### src/rtl/key_cmd_sched.sv
// Keyboard command scheduler: press detection, optional auto-repeat FSM and a 4-deep FWFT command FIFO.
// Auto-repeat of direction keys is built only when KEY_AUTO_REPEAT_EN is defined.
module key_cmd_sched #(
    parameter int REPEAT_DELAY  = 25_000_000,
    parameter int REPEAT_PERIOD = 5_000_000
) (
    input  logic       clk,
    input  logic       rst,
    input  logic [2:0] op_in,
    output logic [2:0] cmd,
    output logic       cmd_valid,
    input  logic       cmd_ready,
    output logic [2:0] fifo_count,
    output logic       overflow,
    input  logic       ovf_clr,
    output logic [1:0] dbg_state_o
);

    typedef enum logic [1:0] {IDLE = 2'd0, HOLD = 2'd1, DELAY = 2'd2, REPEAT = 2'd3} state_t;

    state_t     state_q, state_d;
    logic [2:0] op_q, op_p;
    logic [2:0] op_eff;
    logic       press;
    logic       enq;

    logic [2:0] mem_q [4];
    logic [1:0] wr_ptr_q, wr_ptr_d, rd_ptr_q, rd_ptr_d;
    logic [2:0] count_q, count_d;
    logic       ovf_q, ovf_d;
    logic       deq, do_wr, full;

    // Code 7 is reserved and behaves exactly like a release.
    assign op_eff = (op_q == 3'd7) ? 3'd0 : op_q;
    assign press  = (op_eff != 3'd0) && (op_q != op_p);

`ifdef KEY_AUTO_REPEAT_EN
    localparam int MAXV = (REPEAT_DELAY > REPEAT_PERIOD) ? REPEAT_DELAY : REPEAT_PERIOD;
    localparam int CW   = (MAXV > 1) ? $clog2(MAXV) : 1;
    localparam logic [CW-1:0] DELAY_LOAD  = CW'(REPEAT_DELAY - 1);
    localparam logic [CW-1:0] PERIOD_LOAD = CW'(REPEAT_PERIOD - 1);

    logic [CW-1:0] cnt_q, cnt_d;

    always_comb begin
        state_d = state_q;
        cnt_d   = cnt_q;
        enq     = 1'b0;
        if (op_eff == 3'd0) begin
            state_d = IDLE;
            cnt_d   = '0;
        end else if (press) begin
            enq = 1'b1;
            if (op_eff <= 3'd2) begin
                state_d = HOLD;
                cnt_d   = '0;
            end else begin
                state_d = DELAY;
                cnt_d   = DELAY_LOAD;
            end
        end else if (state_q == DELAY || state_q == REPEAT) begin
            if (cnt_q == '0) begin
                enq     = 1'b1;
                cnt_d   = PERIOD_LOAD;
                state_d = REPEAT;
            end else begin
                cnt_d = cnt_q - CW'(1);
            end
        end
    end

    always_ff @(posedge clk or posedge rst) begin
        if (rst) cnt_q <= '0;
        else     cnt_q <= cnt_d;
    end
`else
    always_comb begin
        state_d = state_q;
        enq     = 1'b0;
        if (op_eff == 3'd0) begin
            state_d = IDLE;
        end else if (press) begin
            enq     = 1'b1;
            state_d = HOLD;
        end
    end
`endif

    always_ff @(posedge clk or posedge rst) begin
        if (rst) begin
            state_q <= IDLE;
            op_q    <= 3'd0;
            op_p    <= 3'd0;
        end else begin
            state_q <= state_d;
            op_q    <= op_in;
            op_p    <= op_q;
        end
    end

    // A full FIFO still accepts a write when the head leaves in the same cycle.
    assign full  = (count_q == 3'd4);
    assign deq   = cmd_valid & cmd_ready;
    assign do_wr = enq & (~full | deq);

    always_comb begin
        wr_ptr_d = do_wr ? wr_ptr_q + 2'd1 : wr_ptr_q;
        rd_ptr_d = deq ? rd_ptr_q + 2'd1 : rd_ptr_q;
        count_d  = count_q;
        case ({do_wr, deq})
            2'b10:   count_d = count_q + 3'd1;
            2'b01:   count_d = count_q - 3'd1;
            default: count_d = count_q;
        endcase
        ovf_d = ovf_q;
        if (ovf_clr) ovf_d = 1'b0;
        if (enq & full & ~deq) ovf_d = 1'b1;
    end

    always_ff @(posedge clk or posedge rst) begin
        if (rst) begin
            wr_ptr_q <= 2'd0;
            rd_ptr_q <= 2'd0;
            count_q  <= 3'd0;
            ovf_q    <= 1'b0;
            for (int i = 0; i < 4; i++) mem_q[i] <= 3'd0;
        end else begin
            wr_ptr_q <= wr_ptr_d;
            rd_ptr_q <= rd_ptr_d;
            count_q  <= count_d;
            ovf_q    <= ovf_d;
            if (do_wr) mem_q[wr_ptr_q] <= op_eff;
        end
    end

    assign cmd_valid   = (count_q != 3'd0);
    assign cmd         = cmd_valid ? mem_q[rd_ptr_q] : 3'd0;
    assign fifo_count  = count_q;
    assign overflow    = ovf_q;
    assign dbg_state_o = state_q;

endmodule
### config.mk
export PLATFORM = sky130hd
export DESIGN_NAME = key_cmd_sched
export DESIGN_NICKNAME = d
export VERILOG_FILES = /design/src/rtl/key_cmd_sched.sv
export SDC_FILE = /design/constraint.sdc
export NUM_CORES = 1
export LEC_CHECK = 0
export CORE_MARGIN = 2
export CORE_UTILIZATION = 39
export DETAILED_ROUTE_END_ITERATION = 16
export GPL_TIMING_DRIVEN = 0
export SETUP_SLACK_MARGIN = 0.3
export SLEW_MARGIN = 20
export SYNTH_ARGS = -nofsm -noshare
export SYNTH_HDL_FRONTEND = slang
export SYNTH_SLANG_ARGS = --single-unit
export TNS_END_PERCENT = 100
### constraint.sdc
create_clock -name clk -period 2.1 [get_ports clk]
set_input_delay 0.42 -clock clk [delete_from_list [all_inputs] [get_ports clk]]
set_output_delay 0.42 -clock clk [all_outputs]
set_load 0.05 [all_outputs]
==> impl_results.md <==
- Outcome: complete, no violations
- All-layer global routing usage: 14.4%
- Layout cells sized above 1: 50.4%
- I/O Buffers: 15
- Clock Latency Late Sink: about 320 ps
- First-pass GRT wire length: 4460 µm
- DR pass1 iterations: 4
- Flops & latches, synth: 27
- Crit path required time: 2320 ps
- GRT overflow: 0
- Initial Util: 40.3%
- Routed WL: 2550 µm
- CTS max path bufs: 2
- Seq/Total Area, Yosys: 50.6%
- Max stage delay on crit path: 490 ps
- DIE HEIGHT: 62.5 µm
- GPL Wtd Cong: 0.680
- Num ports: 17
- Final nets: 142
- Clock skew: 4.30 ps
- Via Count: 878
- Synth top area share: 50.6%
- Slew margin rel.: 35.6%
- WS Path Type: reg -> reg
- Die footprint: 3910 µm²
- Top delay family on crit path: flip-flops
- Post-Synthesis Cells: 101
- Die W: 62.5 µm
- Max Freq: 0.489 GHz
- Wire per inst: 14.6 µm
- Final setup vio count: 0
- PwrDens: 1460 nW/µm²
- H-tree depth: 1
- Minimum setup slack in the final design: 54.5 ps
- Clk sink count: 27
- Total power: 2.67 mW
- CP Launch Type: register
- Drt drc: 0
- Max_cap viols: 0
- Worst-path fanout max: 6
- Routed Antenna Nets: 0
- Worst EP arrival: 2270 ps
- Clock buffer count from CTS: 3
- Worst hold slack: 488 ps
- Slew Viols, Final: 0
- Buf/Inv on CP: 0
- Maximum vdd drop: 0.000535 V
- Min Clock Period, post-route: about 2000 ps
- Initial DRC count: 26
- Worst-path cell chain: nor4b_4 -> nor3_2 -> o221a_4 -> nor2_4 -> fa_2 -> mux2_4
- Dpl ws: -190 ps
- Area grow syn2layout: 36.7%
- Synth area leader: dfrtp_1
- Ys Warns: 0
- RSZ-0062 raised after global routing: true
- Post-synth cell types: 32
- Hold Path Class: in -> async
- Worst slew pin tran: 960 ps
- Via/cell ratio: 5.02
- Syn_area_per_cell: 13.2 µm²
- Synth top area cells: dfrtp_1 51%, mux2_2 11%, mux4_2 5.1%, ha_1 3.7%, xnor2_1 2.6%
- Detailed placement HPWL: 1750 µm
- Leakage: around 0.8 nW
- Vias in the first global route: 946
- Clk pin slew, worst setup/hold paths: 150 ps
- Diode count: 0
- Slowest-stage cell, CP: dfrtp_2
- Synthesized cell area: 1340 µm²
- Period Utilization, post-route: 97.4%
- Final Hold Fails: 0
- CTS tree: done
- Critical path endpoint category: register
- Area of the core: 3310 µm²
- Pin count of the biggest net entering global routing: 28
- Mapped Nets: 113
- Antenna violations before repair: 0
- Placement Rows: 21
- Clk root buf: clkbuf_4
## layout by cell type (no fill, tap or decap), types with 2 or more instances in the layout
cell type	Yosys	final
o21ai_0	3	2
dfrtp_1	27	17
mux4_2	3	3
inv_1	6	5
dfrtp_2	0	10
buf_4	1	8
buf_6	0	6
xnor2_1	4	3
and3_4	0	4
clkdlybuf4s50_1	0	6
and4b_1	2	2
nor2_1	4	3
ha_1	4	4
mux2_4	2	15
nor4b_4	0	2
dlygate4sd2_1	0	3
a21boi_0	2	2
nand2_1	3	2
nor3_4	0	2
clkbuf_4	0	3
and2b_1	2	2
clkdlybuf4s15_1	0	2
## final cells by class
class / instances / area, µm²
inverters: 6 / 22.5
clock inverters: 1 / 5.00
flip-flops and latches: 27 / 688
well taps: 46 / 57.6
plain buffers: 2 / 21.3
fillers: 296 / 1490
repair buffers: 24 / 226
multi-input cells: 66 / 782
clock buffers: 3 / 22.5
## per-layer routing
layer  track usage (%)  share of wire [%]  vias to the layer above  wire length, µm
met5                 0                  0                        -                0
met4              5.00                1.3                        0               32
met3              2.88                3.3                        4               83
met2              22.2                 47                       15             1200
met1              20.4                 48                      439             1230
li1                  -                  -                      420                -
## registers in the layout (all words and copies together) (netlist names)
register / flops
mem_q: 12
op_p: 3
fifo_count: 3
overflow: 1
rd_ptr_q: 2
op_q: 3
wr_ptr_q: 2
dbg_state_o: 1
## cell families (layout without fill, tap and decap cells)
family,after synthesis,count (layout),synth area share (%)
adder cells (fa/ha/maj),5,5,5.25
XOR/XNOR,5,5,3.28
multiplexers,18,18,18.3
AO/OA/AOI/OAI,10,10,6.28
AND/OR/NAND/NOR,27,27,13.5
other,1,1,0.281
flip-flops,27,27,50.6
buffers and inverters,8,36,2.53
## synthesized netlist by cell type
cell type,instances
dfrtp_1,27
mux2_2,13
inv_1,6
and3_2,4
ha_1,4
nor2_1,4
xnor2_1,4
mux4_2,3
nand2_1,3
o21ai_0,3
a21boi_0,2
and2b_1,2
and4b_1,2
mux2_4,2
nor2b_1,2
nor3_1,2
nor4b_1,2
o32ai_1,2
and2_1,1
and4_1,1
buf_4,1
clkbuf_1,1
conb_1,1
fa_1,1
nand2b_1,1
nor3_2,1
nor3b_1,1
o2111ai_1,1
o221a_4,1
o31ai_1,1
or4b_1,1
xor2_1,1
## report_power, final
group | internal [mW] | leakage (nW) | switching [mW] | total [mW]
clock network | 0.0714 | 0.0177 | 0.155 | 0.226
registers | 0.727 | 0.313 | 0.193 | 0.920
logic | 0.800 | 0.472 | 0.723 | 1.52
total | 1.60 | 0.803 | 1.07 | 2.67
## repair_timing
action / in CTS / in global routing
setup buffers: 7 / 2
pin swaps: 8 / 6
gates cloned: 0 / 0
resized for setup: 57 / 17
hold buffers: 0 / 0
endpoints found under the hold margin: 0 / 0
setup endpoints to repair: 25 / 23
## worst paths after layout
| path | startpoint | to | slack [ps] | cells past startpoint |
|---|---|---|---|---|
| worst max register to register | op_q[0]$_DFF_PP0_ | fifo_count[1]$_DFFE_PP0P_ | 50 | 6 |
| worst max-delay path | op_q[0]$_DFF_PP0_ | fifo_count[1]$_DFFE_PP0P_ | 50 | 6 |
| worst min-delay path | rst | wr_ptr_q[1]$_DFFE_PP0P_ | 490 | 2 |
| min in group clk | op_q[1]$_DFF_PP0_ | op_p[1]$_DFF_PP0_ | 500 | 0 |
| worst min register to register | op_q[1]$_DFF_PP0_ | op_p[1]$_DFF_PP0_ | 500 | 0 |
| max in group asynchronous | rst | fifo_count[1]$_DFFE_PP0P_ | 1130 | 2 |
## metrics by stage
step / util, % / instances / area (µm²) / setup TNS [ps]
floorplan: - / 101 / 1380 / 0
global placement: 48.0 / 162 / 1590 / -2250
detailed placement: 48.0 / 162 / 1590 / -2430
CTS: 52.9 / 173 / 1750 / 0
global route: 55.1 / 175 / 1830 / -69.1
finish: 55.1 / 175 / 1830 / 0
Note: power is estimated with default switching activity, not from simulation.
